[config.mk]
export PLATFORM = sky130hd
export DESIGN_NAME = nn_output_framer
export DESIGN_NICKNAME = d
export VERILOG_FILES = /design/src/rtl/nn_output_framer.sv
export SDC_FILE = /design/constraint.sdc
export NUM_CORES = 2
export LEC_CHECK = 0
export BUFFER_PORTS_ARGS = -buffer_cell sky130_fd_sc_hd__buf_2
export CORE_UTILIZATION = 30
export DETAILED_ROUTE_END_ITERATION = 10
export PLACE_DENSITY = 0.43
export SLEW_MARGIN = 30
export SYNTH_ARGS = -nofsm -noshare
export SYNTH_HDL_FRONTEND = slang
export SYNTH_SLANG_ARGS = --single-unit
[constraint.sdc]
create_clock -name clk -period 12.77 [get_ports clk]
set_input_delay 1.277 -clock clk [delete_from_list [all_inputs] [get_ports clk]]
set_output_delay 1.277 -clock clk [all_outputs]
set_load 0.005 [all_outputs]
[src/rtl/nn_output_framer.sv]
// Frames the HLS result stream into AXI-stream packets of a programmable length,
// attaching the tuser header captured from the matching input packet.
module nn_output_framer #(
    parameter int unsigned SR_OUT_LEN    = 130,
    parameter int unsigned HDR_FIFO_SIZE = 3,
    parameter int unsigned DWIDTH        = 16
) (
    input  logic              clk,
    input  logic              reset,
    input  logic              set_stb,
    input  logic [7:0]        set_addr,
    input  logic [31:0]       set_data,
    input  logic [127:0]      hdr_tuser,
    input  logic              hdr_valid,
    input  logic [DWIDTH-1:0] res_din,
    input  logic              res_write,
    output logic              res_full_n,
    output logic [DWIDTH-1:0] o_tdata,
    output logic [127:0]      o_tuser,
    output logic              o_tlast,
    output logic              o_tvalid,
    input  logic              o_tready,
    output logic [15:0]       pkt_len,
    output logic [31:0]       pkt_count,
    output logic              hdr_overflow
);

    localparam int unsigned Depth = 1 << HDR_FIFO_SIZE;
    localparam logic [7:0] LenAddr = 8'(SR_OUT_LEN);
    localparam logic [HDR_FIFO_SIZE:0] FillZero = '0;
    localparam logic [HDR_FIFO_SIZE:0] FillOne = (HDR_FIFO_SIZE + 1)'(1);
    localparam logic [HDR_FIFO_SIZE:0] FillFull = (HDR_FIFO_SIZE + 1)'(Depth);
    localparam logic [HDR_FIFO_SIZE-1:0] PtrOne = (HDR_FIFO_SIZE)'(1);

    typedef enum logic [0:0] {StIdle, StPayload} state_e;

    state_e              state_q;
    logic [DWIDTH-1:0]   tdata_q;
    logic [127:0]        tuser_q;
    logic                tlast_q;
    logic                tvalid_q;
    logic [15:0]         len_q;
    logic [15:0]         pkt_len_q;
    logic [15:0]         cnt_q;
    logic [31:0]         pkt_count_q;

    logic [127:0]           mem_q [Depth];
    logic [HDR_FIFO_SIZE-1:0] wr_ptr_q;
    logic [HDR_FIFO_SIZE-1:0] rd_ptr_q;
    logic [HDR_FIFO_SIZE-1:0] rd_ptr_next;
    logic [HDR_FIFO_SIZE:0]   fill_q;
    logic                     overflow_q;

    logic         out_hs_last;
    logic         pop;
    logic         push_ok;
    logic         hdr_avail;
    logic [127:0] head;
    logic         can_accept;
    logic         accept;
    logic         first_last;
    logic [15:0]  cnt_inc;
    logic         pay_last;
    logic         unused_set_data;

    assign unused_set_data = ^set_data[31:16];

    assign out_hs_last = tvalid_q & o_tready & tlast_q;
    assign pop         = out_hs_last & (fill_q != FillZero);
    assign push_ok     = hdr_valid & ((fill_q != FillFull) | pop);
    assign rd_ptr_next = rd_ptr_q + PtrOne;

    // The closing beat of the previous packet may pop this very cycle; look past it.
    assign hdr_avail = pop ? (fill_q > FillOne) : (fill_q != FillZero);
    assign head      = pop ? mem_q[rd_ptr_next] : mem_q[rd_ptr_q];

    assign can_accept = (~tvalid_q | o_tready) & ((state_q == StPayload) | hdr_avail) & ~reset;
    assign res_full_n = can_accept;
    assign accept     = res_write & can_accept;

    assign first_last = (len_q == 16'd1);
    assign cnt_inc    = cnt_q + 16'd1;
    assign pay_last   = (cnt_inc == pkt_len_q);

    always_ff @(posedge clk or posedge reset) begin
        if (reset) begin
            wr_ptr_q   <= '0;
            rd_ptr_q   <= '0;
            fill_q     <= '0;
            overflow_q <= 1'b0;
        end else begin
            if (push_ok) wr_ptr_q <= wr_ptr_q + PtrOne;
            if (pop) rd_ptr_q <= rd_ptr_next;
            if (push_ok && !pop) begin
                fill_q <= fill_q + FillOne;
            end else if (!push_ok && pop) begin
                fill_q <= fill_q - FillOne;
            end
            if (hdr_valid && !push_ok) overflow_q <= 1'b1;
        end
    end

    always_ff @(posedge clk) begin
        if (push_ok) mem_q[wr_ptr_q] <= hdr_tuser;
    end

    always_ff @(posedge clk or posedge reset) begin
        if (reset) begin
            state_q     <= StIdle;
            tdata_q     <= '0;
            tuser_q     <= '0;
            tlast_q     <= 1'b0;
            tvalid_q    <= 1'b0;
            len_q       <= 16'd1;
            pkt_len_q   <= 16'd1;
            cnt_q       <= '0;
            pkt_count_q <= '0;
        end else begin
            if (set_stb && set_addr == LenAddr) begin
                len_q <= (set_data[15:0] == 16'd0) ? 16'd1 : set_data[15:0];
            end
            if (out_hs_last) pkt_count_q <= pkt_count_q + 32'd1;

            if (accept) begin
                tdata_q  <= res_din;
                tvalid_q <= 1'b1;
                unique case (state_q)
                    StIdle: begin
                        tuser_q   <= head;
                        pkt_len_q <= len_q;
                        cnt_q     <= 16'd1;
                        tlast_q   <= first_last;
                        state_q   <= first_last ? StIdle : StPayload;
                    end
                    StPayload: begin
                        cnt_q   <= cnt_inc;
                        tlast_q <= pay_last;
                        state_q <= pay_last ? StIdle : StPayload;
                    end
                    default: state_q <= StIdle;
                endcase
            end else if (o_tready) begin
                tvalid_q <= 1'b0;
                tlast_q  <= 1'b0;
            end
        end
    end

    assign o_tdata      = tdata_q;
    assign o_tuser      = tuser_q;
    assign o_tlast      = tlast_q;
    assign o_tvalid     = tvalid_q;
    assign pkt_len      = pkt_len_q;
    assign pkt_count    = pkt_count_q;
    assign hdr_overflow = overflow_q;

endmodule

==> metrics.txt <==
top cell type's share of synthesized area=55.8%; flops & latches, synth=1262; reg2reg path depth=7; Critical Path Source Type=register; vias in the first global route=33.4k; Die X=431 um; clock skew=around 0.024 ns; Final ANT Viol Nets=0; all-layer global routing usage=17.1%; Setup crit start=rd_ptr_q[1]$_DFFE_PP0N_; die height=431 um; CP arrival=5.24 ns; routability cong.=0.756; Clock transition at path regs=0.06 ns; R2R Path End=o_tuser[53]$_DFFE_PP0P_; post-layout minimum cycle time=between 4 and 5 ns; Avg Inst Size Synth=roughly 19 um2; IO Count=386; Pwr Total=10.7 mW; worst-skew pair later-pin latency=0.79 ns; Mapped Area=around 55000 um2; Slew Limit Headroom=between 30% and 40%; crit path max fanout=55; CP max stage delay=approximately 0.99 ns; PD cells=around 170 nW/um2; Initial Utilization=30.3%; placed wire-length estimate=between 80000 and 90000 um; total of max-cap violations=0; Clock Tree Buf Depth=3; first-pass GRT wire length=232000 um; area delta synth->final=17.0%; Synthesized Nets=between 3k and 4k; Synth area leaders=edfxtp_1, mux4_2, dfrtp_1, a22oi_1, a31oi_1; RSZ-0062 raised after global routing=no; top-count cell post-synth=edfxtp_1; crit path capture=o_tuser[53]$_DFFE_PP0P_; Crit-path slowest cell=dfrtp_4; fin crit share=between 30% and 40%; Post-synth top cells=edfxtp_1, mux4_2, a22oi_1; final slew viol count=0; Die Area=185000 um2; placed cells=5462; CTS tree=done; origin of the critical flop-to-flop path=rd_ptr_q[1]$_DFFE_PP0N_; Final Hold Fails=0; slack of the critical path=a little over 8 ns; CP required=13.40 ns; # resized after CTS=0; Non-Filler Instances=5745; Setup Slack @ Placement=7.20 ns; Yosys warning total=0; vias per std cell=5.36; CTS root buffer=clkbuf_16; EDFF count, synth=1024; H-tree depth=4; P_leak=21.3 nW; count of cell types in the netlist=57; Worst R2R Setup Slack=about 8.2 ns; CTS Hold Buffers Added=0; async set-reset flop share out of synthesis=a little under a fifth; Setup Buffers After CTS=0; DR pass1 iterations=5; Finish-stage setup viols=0; final core utilization=35.5%; Gate Count Post-Synth=2883; Critical Path Sink Type=register; Max VDD drop=0.000102 V; via count=30.8k; Inserted Clock Buffers=149; Core Area=around 180000 um2; CTS sink count=1262; row cnt=156; largest net degree at the start of global routing=around 110; layout cells sized above 1=between 30% and 40%; per-cell routed wire length=between 20 and 30 um; Routed WL=159000 um; post-synth top area cell=edfxtp_1; Port Buf Inserts=369; DR iter-0 viols=1860; drc violations=0; Hold WC Path Type=reg -> reg; Setup TNS Final=0 ns; Slew @ Worst Pin=1.03 ns; Crit Path Class=reg -> reg; Cell Chain, Critical Path=ha_4 -> buf_6 -> buf_12 -> buf_16 -> mux4_2 -> a22oi_1 -> a31oi_1; fmax=between 200 and 250 MHz; nets=3441; gr ovfl total=0; top_reg_cell synth=edfxtp_1; run status=finished clean; initial antenna violation count=43; register area share after synthesis=66.6%; fill count=16.9k
==> worst min-delay path by stage <==
| stage | from | end | slack [ns] | cells after the start |
|---|---|---|---|---|
| 2_1_floorplan | len_q[0]$_DFFE_PP1P_ | len_q[0]$_DFFE_PP1P_ | 0.46 | 2 |
| 3_3_place_gp | o_tdata[4]$_DFFE_PP0P_ | o_tdata[4]$_DFFE_PP0P_ | 0.46 | 2 |
| 3_5_place_dp | o_tdata[8]$_DFFE_PP0P_ | o_tdata[8]$_DFFE_PP0P_ | 0.46 | 2 |
| 4_1_cts | o_tdata[8]$_DFFE_PP0P_ | o_tdata[8]$_DFFE_PP0P_ | 0.48 | 2 |
| 5_1_grt | o_tdata[15]$_DFFE_PP0P_ | o_tdata[15]$_DFFE_PP0P_ | 0.49 | 2 |
| 6_report | o_tdata[8]$_DFFE_PP0P_ | o_tdata[8]$_DFFE_PP0P_ | 0.47 | 2 |
==> metrics by stage <==
stage | area (um2) | hold WS (ns)
final | 64400 | 0.472
after global routing | 64400 | 0.491
after CTS | 64400 | 0.477
after detailed placement | 59500 | 0.463
after global placement | 59400 | 0.459
after floorplan | 55100 | 0.460
==> sequential cells by signal (all words and copies together) (netlist names) <==
| name | count |
|---|---|
| pkt_count | 32 |
| rd_ptr_q | 3 |
| o_tlast | 1 |
| cnt_q | 16 |
| o_tuser | 128 |
| pkt_len | 16 |
| state_q | 1 |
| mem_q | 1024 |
| len_q | 16 |
| hdr_overflow | 1 |
| o_tdata | 16 |
| wr_ptr_q | 3 |
| fill_q | 4 |
| o_tvalid | 1 |
==> cell usage in the layout (no fill, tap or decap), types with 5 or more instances in the layout <==
master,n
bufinv_16,6
buf_12,10
a22oi_1,252
edfxtp_1,1024
clkbuf_8,22
nor3_1,7
dfrtp_1,234
nor2_4,7
nand3_1,20
inv_1,10
and4_1,6
clkinv_1,9
clkinv_2,15
clkinv_8,5
xor2_1,19
o21ai_0,14
clkbuf_1,49
ha_1,7
o31ai_1,7
nor4_1,11
xnor2_1,39
clkbuf_16,155
nand4_1,16
buf_4,39
a21oi_1,11
and3_1,11
nor2_1,138
mux2i_1,8
nand2_1,91
a22o_1,14
a31oi_1,129
diode_2,6
buf_6,7
buf_2,369
mux2_2,24
mux4_2,512
==> critical path, delay by kind of cell, from the launching register on <==
kind            cells  cell delay [ns]
buf+inv             3             1.61
flops               1             0.99
compound gates      2             0.38
fa+ha+maj           1             0.74
mux                 1             0.56
==> where the power goes <==
part	switching (mW)	internal (mW)
combinational	0.747	0.480
sequential	0.217	5.04
clock	1.74	2.50
==> area by class of cell <==
cell class	count	area, um2	share of cell area [%]
multi-input cells	1391	17200	26.8
inverters	11	48.8	0.0757
repair buffers	428	2500	3.88
clock buffers	226	4370	6.77
well taps	2370	2970	4.60
flip-flops and latches	1262	36700	57.0
clock inverters	51	582	0.903
diodes	6	15.0	0.0233
==> per-layer routing <==
| metal | global-route usage [%] | vias up | wire (um) |
|---|---|---|---|
| met5 | 0 | - | 183 |
| li1 | - | 13000 | - |
| met2 | 29.6 | 815 | 80200 |
| met1 | 21.1 | 16700 | 65600 |
| met3 | 3.92 | 315 | 8360 |
| met4 | 5.40 | 28 | 4550 |
==> cell families after synthesis <==
| group | Yosys count | synth area share, % |
|---|---|---|
| muxes | 544 | 21.6 |
| xor gates and xnor gates | 59 | 0.952 |
| buffers and inverters | 230 | 2.21 |
| and+or+nand+nor | 338 | 2.79 |
| DFF | 1262 | 66.6 |
| AOI/OAI and AO/OA | 442 | 5.66 |
| adders and majority gates | 8 | 0.182 |
Power figures use the tool's default switching activity.
